File: config.mk
export PLATFORM = sky130hd
export DESIGN_NAME = dx_hazard_reg_flat
export DESIGN_NICKNAME = d
export VERILOG_FILES = /design/src/rtl/dx_hazard_reg_pkg.sv /design/src/rtl/dx_hazard_reg_if.sv /design/src/rtl/dx_hazard_reg_sat_counter.sv /design/src/rtl/dx_hazard_reg.sv /design/src/flat_wrapper.sv
export SDC_FILE = /design/constraint.sdc
export NUM_CORES = 1
export LEC_CHECK = 0
export BUFFER_PORTS_ARGS = -buffer_cell sky130_fd_sc_hd__buf_4
export CAP_MARGIN = 0
export CORE_MARGIN = 3
export CORE_UTILIZATION = 45
export CTS_BUF_LIST = sky130_fd_sc_hd__clkbuf_4
export DETAILED_ROUTE_END_ITERATION = 8
export PLACE_DENSITY_LB_ADDON = 0.25
export SLEW_MARGIN = 20
export SYNTH_ARGS = -nofsm -noshare
export SYNTH_HDL_FRONTEND = slang
export SYNTH_SLANG_ARGS = --single-unit
File: constraint.sdc
create_clock -name clk -period 1.7 [get_ports clk]
set_input_delay 0 -clock clk [delete_from_list [all_inputs] [get_ports clk]]
set_output_delay 0 -clock clk [all_outputs]
set_load 0.01 [all_outputs]
File: src/rtl/dx_hazard_reg_pkg.sv
// rtl/dx_hazard_reg_pkg.sv - opcode constants, NOP encoding and register-use helpers
package dx_hazard_reg_pkg;

    localparam logic [4:0]  OPC_LOAD   = 5'b00000;
    localparam logic [4:0]  OPC_STORE  = 5'b01000;
    localparam logic [4:0]  OPC_BRANCH = 5'b11000;
    localparam logic [4:0]  OPC_OP     = 5'b01100;
    localparam logic [4:0]  OPC_LUI    = 5'b01101;
    localparam logic [4:0]  OPC_AUIPC  = 5'b00101;
    localparam logic [4:0]  OPC_JAL    = 5'b11011;

    localparam logic [31:0] NOP_INST   = 32'h0000_0013;

    // Takes opcode[6:2]; formats without an rs1 field leave garbage in bits 19:15
    function automatic logic rs1_used(input logic [4:0] opc);
        return !(opc == OPC_LUI || opc == OPC_AUIPC || opc == OPC_JAL);
    endfunction

    // Takes opcode[6:2]; only R, S and B formats carry a real rs2
    function automatic logic rs2_used(input logic [4:0] opc);
        return (opc == OPC_BRANCH || opc == OPC_OP || opc == OPC_STORE);
    endfunction

endpackage

File: src/rtl/dx_hazard_reg_if.sv
// rtl/dx_hazard_reg_if.sv - D->X pipeline register signal bundle
interface dx_hazard_reg_if #(
    parameter int XLEN  = 32,
    parameter int CNT_W = 32
);
    logic [XLEN-1:0]  d_pc;
    logic [XLEN-1:0]  d_inst;
    logic             d_valid;
    logic             x_br_taken;
    logic             stall;
    logic             flush_fd;
    logic [XLEN-1:0]  x_pc;
    logic [XLEN-1:0]  x_inst;
    logic             x_valid;
    logic [6:0]       x_opcode;
    logic [4:0]       x_rd;
    logic [4:0]       x_rs1;
    logic [4:0]       x_rs2;
    logic [CNT_W-1:0] stall_cnt;
    logic [CNT_W-1:0] flush_cnt;

    modport master (
        output d_pc, d_inst, d_valid, x_br_taken,
        input  stall, flush_fd, x_pc, x_inst, x_valid,
               x_opcode, x_rd, x_rs1, x_rs2, stall_cnt, flush_cnt
    );

    modport slave (
        input  d_pc, d_inst, d_valid, x_br_taken,
        output stall, flush_fd, x_pc, x_inst, x_valid,
               x_opcode, x_rd, x_rs1, x_rs2, stall_cnt, flush_cnt
    );
endinterface

File: src/rtl/dx_hazard_reg_sat_counter.sv
// rtl/dx_hazard_reg_sat_counter.sv - saturating event counter
module sat_counter #(
    parameter int CNT_W = 32
) (
    input  logic             clk,
    input  logic             rst_n,
    input  logic             inc,
    output logic [CNT_W-1:0] count
);

    // Count up on inc and stick at all-ones instead of wrapping
    always_ff @(posedge clk) begin
        if (!rst_n) begin
            count <= '0;
        end else if (inc && (count != {CNT_W{1'b1}})) begin
            count <= count + 1'b1;
        end
    end

endmodule

File: src/rtl/dx_hazard_reg.sv
// rtl/dx_hazard_reg.sv - D->X pipeline register with load-use stall and branch flush
module dx_hazard_reg
    import dx_hazard_reg_pkg::*;
#(
    parameter int XLEN  = 32,
    parameter int CNT_W = 32
) (
    input  logic           clk,
    input  logic           rst_n,
    dx_hazard_reg_if.slave bus
);

    localparam logic [XLEN-1:0] NOP = XLEN'(NOP_INST);

    logic [XLEN-1:0]  x_inst_q;
    logic [XLEN-1:0]  x_pc_q;
    logic             x_valid_q;
    logic [4:0]       d_opc;
    logic [4:0]       d_rs1;
    logic [4:0]       d_rs2;
    logic             lu_haz;
    logic             stall_int;
    logic [CNT_W-1:0] stall_cnt_w;
    logic [CNT_W-1:0] flush_cnt_w;

    assign d_opc = bus.d_inst[6:2];
    assign d_rs1 = bus.d_inst[19:15];
    assign d_rs2 = bus.d_inst[24:20];

    // Load in X whose destination D reads; x0 never creates a dependency
    always_comb begin
        lu_haz = 1'b0;
        if (x_valid_q && bus.d_valid && (x_inst_q[6:2] == OPC_LOAD) && (x_inst_q[11:7] != 5'd0)) begin
            lu_haz = (rs1_used(d_opc) && (d_rs1 == x_inst_q[11:7])) ||
                     (rs2_used(d_opc) && (d_rs2 == x_inst_q[11:7]));
        end
    end

    // Flush wins over stall; both held low while in reset
    assign stall_int    = rst_n && lu_haz && !bus.x_br_taken;
    assign bus.stall    = stall_int;
    assign bus.flush_fd = rst_n && bus.x_br_taken;

    // X register: bubble on flush or load-use, otherwise take D
    always_ff @(posedge clk) begin
        if (!rst_n) begin
            x_inst_q  <= NOP;
            x_pc_q    <= '0;
            x_valid_q <= 1'b0;
        end else if (bus.x_br_taken || lu_haz) begin
            x_inst_q  <= NOP;
            x_pc_q    <= '0;
            x_valid_q <= 1'b0;
        end else begin
            x_inst_q  <= bus.d_valid ? bus.d_inst : NOP;
            x_pc_q    <= bus.d_pc;
            x_valid_q <= bus.d_valid;
        end
    end

    assign bus.x_inst   = x_inst_q;
    assign bus.x_pc     = x_pc_q;
    assign bus.x_valid  = x_valid_q;
    assign bus.x_opcode = x_inst_q[6:0];
    assign bus.x_rd     = x_inst_q[11:7];
    assign bus.x_rs1    = x_inst_q[19:15];
    assign bus.x_rs2    = x_inst_q[24:20];

    sat_counter #(.CNT_W(CNT_W)) u_stall_cnt (
        .clk   (clk),
        .rst_n (rst_n),
        .inc   (stall_int),
        .count (stall_cnt_w)
    );

    sat_counter #(.CNT_W(CNT_W)) u_flush_cnt (
        .clk   (clk),
        .rst_n (rst_n),
        .inc   (bus.x_br_taken),
        .count (flush_cnt_w)
    );

    assign bus.stall_cnt = stall_cnt_w;
    assign bus.flush_cnt = flush_cnt_w;

endmodule

File: src/flat_wrapper.sv
// flat-port wrapper written by rule: the top's interface ports become plain ports
module dx_hazard_reg_flat import dx_hazard_reg_pkg::*;
#(
    parameter int XLEN  = 32,
    parameter int CNT_W = 32
)
  (clk, rst_n, bus_d_pc, bus_d_inst, bus_d_valid, bus_x_br_taken, bus_stall, bus_flush_fd, bus_x_pc, bus_x_inst, bus_x_valid, bus_x_opcode, bus_x_rd, bus_x_rs1, bus_x_rs2, bus_stall_cnt, bus_flush_cnt);
  dx_hazard_reg_if #(.XLEN(XLEN), .CNT_W(CNT_W)) bus_i ();
  input  logic clk;
  input  logic rst_n;
  input wire logic [$bits(bus_i.d_pc)-1:0] bus_d_pc;
  input wire logic [$bits(bus_i.d_inst)-1:0] bus_d_inst;
  input wire logic [$bits(bus_i.d_valid)-1:0] bus_d_valid;
  input wire logic [$bits(bus_i.x_br_taken)-1:0] bus_x_br_taken;
  output wire logic [$bits(bus_i.stall)-1:0] bus_stall;
  output wire logic [$bits(bus_i.flush_fd)-1:0] bus_flush_fd;
  output wire logic [$bits(bus_i.x_pc)-1:0] bus_x_pc;
  output wire logic [$bits(bus_i.x_inst)-1:0] bus_x_inst;
  output wire logic [$bits(bus_i.x_valid)-1:0] bus_x_valid;
  output wire logic [$bits(bus_i.x_opcode)-1:0] bus_x_opcode;
  output wire logic [$bits(bus_i.x_rd)-1:0] bus_x_rd;
  output wire logic [$bits(bus_i.x_rs1)-1:0] bus_x_rs1;
  output wire logic [$bits(bus_i.x_rs2)-1:0] bus_x_rs2;
  output wire logic [$bits(bus_i.stall_cnt)-1:0] bus_stall_cnt;
  output wire logic [$bits(bus_i.flush_cnt)-1:0] bus_flush_cnt;
  assign bus_i.d_pc = bus_d_pc;
  assign bus_i.d_inst = bus_d_inst;
  assign bus_i.d_valid = bus_d_valid;
  assign bus_i.x_br_taken = bus_x_br_taken;
  assign bus_stall = bus_i.stall;
  assign bus_flush_fd = bus_i.flush_fd;
  assign bus_x_pc = bus_i.x_pc;
  assign bus_x_inst = bus_i.x_inst;
  assign bus_x_valid = bus_i.x_valid;
  assign bus_x_opcode = bus_i.x_opcode;
  assign bus_x_rd = bus_i.x_rd;
  assign bus_x_rs1 = bus_i.x_rs1;
  assign bus_x_rs2 = bus_i.x_rs2;
  assign bus_stall_cnt = bus_i.stall_cnt;
  assign bus_flush_cnt = bus_i.flush_cnt;
  dx_hazard_reg #(.XLEN(XLEN), .CNT_W(CNT_W)) u_core (.clk(clk), .rst_n(rst_n), .bus(bus_i));
endmodule
==> reports/metrics.csv <==
metric,value,unit
clock-pin slew on the worst setup and hold paths,0.14,ns
worst path cell trace,or4_4 > o211ai_2 > buf_4 > nor2_4 > o21a_1 > buf_4 > buf_6,
Worst Path Buf+Inv,3,
TritonCTS clock tree,built,
minimum clock period,2.19,ns
Via Count,6348,
PnR worst setup slack,-0.490,ns
routed len/inst,19.6,µm
max-slew violations,0,
Final Non-Filler Cells,1157,
Critical Path AT,2.19,ns
Cells after Synth,589,
largest net degree at the start of global routing,41,
Num CTS Buffers,17,
final WL,22.6,mm
Placement Cell Area,8120,µm²
"Avg Cell Area, Syn",9.24,µm²
die width,116,µm
# setup viols final,112,
total power,6410,µW
die height,116,µm
die area,13500,µm²
Power Density,652,nW/µm²
final hold vios,0,
"IR drop worst, VDD",0.000897,V
Starting Density,0.469,
Yosys cell types,55,
Worst Setup Start Kind,flip-flop,
global router's overall resource usage,0.316,
post-layout instance area,9840,µm²
Rows,39,
"Net Count, Synth",659,
Worst Path Required,1.70,ns
GR Util met3,0.0747,
dpl cells,1034,
number of fill cells,592,
Antenna Violating Nets Remaining,0,
Top Family by Delay on Critical Path,simple AND/OR/NAND/NOR gates,
maximum buffer depth of the clock tree,2,
Slew HR,0.430,
initial antenna violation count,1,
max cap viols,0,
most used cell along the critical path,buf_4,
worst slew pin tran,0.852,ns
Yosys Warn Count,0,
Most Crowded Layer GR,met2,
met2 global-route usage,0.599,
Clock Tree Root,clkbuf_4,
Hold WS,0.141,ns
first-pass iteration count of the detailed router,7,
violated checks,negative setup slack,
Crit Path Class,flip-flop to output port,
vias per inst,5.49,
fmax,0.457,GHz
status,finished with violations,
io pins,221,
share of cells above drive strength 1,0.531,
number of flops mapped to enable cells by yosys,0,
Worst Path Max Fanout,3,
crit end category,output port,
Pleak,0.00437,µW
gr ovfl total,0,
synthesized cell area,5440,µm²
drc violations,0,
Final Skew,0.0242,ns
asr flop ratio synth,0,
H-tree Lvls,4,
pre-CTS setup slack,-0.365,ns
"Clk Latency, worst-skew pair",0.60,ns
"Period Utilization, post-route",1.29,
largest stage delay on the critical path,0.52,ns
core area,11600,µm²
first-pass GRT wire length,32.7,mm
Starting DRT DRC Count,472,
area delta synth->final,80.7,%
vias in the first global route,6442,
Seq cells post-synth,129,
"Top FF cell, synth",dfxtp_1,
GPL Wtd Cong,0.889,
Sink Count,129,
"Seq/Total Area, Yosys",0.474,
GRT met1 Usage,0.329,
Hold Crit Class,primary input to flip-flop,
RSZ-0062 raised after global routing,true,
PortBufs,220,
Slowest cell on crit path,or4_4,
# nets final,1069,
post-detail-place hpwl,13.1,mm
sequential cells by signal, summed over array words and instances (netlist names):
signal	cells
u_core.bus.x_inst	32
u_core.bus.x_pc	32
u_core.u_flush_cnt.count	32
u_core.u_stall_cnt.count	32
u_core.bus.x_valid	1
cells by family (layout without fill, tap and decap cells):
logic type,Yosys count,in the layout,share of synthesized area
DFF,129,129,0.474
other,0,2,0
adders and majority gates,2,2,0.00460
AOI/OAI and AO/OA,72,72,0.0818
muxes,8,8,0.0147
buffers and inverters,55,478,0.0618
and+or+nand+nor,289,289,0.308
xor gates and xnor gates,34,34,0.0547
synth_stat cells, types with 3 or more instances:
cell / n / area (µm²)
o21ai_0: 17 / 85.1
clkbuf_1: 15 / 56.3
nor3_1: 9 / 45.0
o31ai_1: 11 / 82.6
nand2b_1: 11 / 68.8
and4_1: 9 / 78.8
mux2i_1: 8 / 80.1
a211oi_1: 3 / 22.5
a21oi_1: 27 / 135
or3_1: 20 / 125
buf_6: 5 / 56.3
buf_4: 23 / 173
and2_1: 38 / 238
and3_1: 33 / 206
xnor2_1: 19 / 166
nor2_1: 34 / 128
dfxtp_1: 129 / 2580
nand2_1: 50 / 188
xor2_1: 15 / 131
or4_1: 13 / 97.6
nor4_1: 10 / 62.6
inv_1: 6 / 22.5
nand4_1: 19 / 119
clkbuf_2: 3 / 15.0
nand3_1: 24 / 120
power by group:
group / switching, µW / internal [µW] / total, µW
Clock: 1260 / 1330 / 2580
Combinational: 304 / 417 / 721
Sequential: 29.3 / 3080 / 3110
layout make-up:
type	instances	area [µm²]	share of cell area
clock buffers	18	135	0.0137
well taps	143	179	0.0182
flip-flops and latches	129	2630	0.268
diodes	2	5.00	0.000509
clock inverters	14	213	0.0216
repair buffers	439	3590	0.365
inverters	7	27.5	0.00280
multi-input cells	405	3060	0.311
worst paths after layout:
path,from,endpoint,slack (ns),cells after the start
worst min-delay path,bus_d_pc[28],u_core.bus.x_pc[28],0.14,3
worst min register to register,u_core.u_stall_cnt.count[31],u_core.u_stall_cnt.count[31],0.56,2
worst max-delay path,u_core.bus.x_inst[10],bus_stall,-0.49,7
worst max register to register,u_core.bus.x_inst[9],u_core.u_stall_cnt.count[21],-0.46,8
what timing repair did:
item                                    in CTS  in global routing
gates resized for setup                     31                 80
buffers inserted                             5                 17
hold buffers                                68                  0
endpoints found under the setup margin     109                129
pin swaps                                   19                 35
gates cloned                                 2                  0
hold endpoints to repair                    78                  0
layout by cell type, fill, tap and decap left out, types with 7 or more instances in the layout:
master,count
and2_1,34
nand2b_1,11
mux2i_1,8
or3_1,14
or4_4,7
nand2_1,45
nor4_4,7
nand3_1,20
a21oi_2,10
o21ai_0,15
dfxtp_1,93
and3_1,31
dfxtp_2,34
xnor2_2,12
a21oi_1,17
xor2_1,14
dlygate4sd3_1,68
o31ai_1,11
or4_1,7
nor2_1,31
clkbuf_4,18
buf_4,358
nand4_1,19
tightest hold or removal path: cells and delay by family:
kind / cells / cell delay [ns]
buffers and inverters: 2 / 0.63
and+or+nand+nor: 1 / 0.10
stage by stage:
stage               TNS, ns  utilization
floorplan            -20.42            -
global placement     -21.85        0.700
detailed placement   -26.98        0.700
CTS                  -30.53        0.806
global route         -43.42        0.847
finish               -34.08        0.847
metal layers:
layer / vias up / wire length [µm]
met5: - / 0
met4: 0 / 1080
met3: 97 / 1550
met2: 316 / 12000
met1: 3040 / 7980
li1: 2895 / -
(Power assumes the default switching activity.)
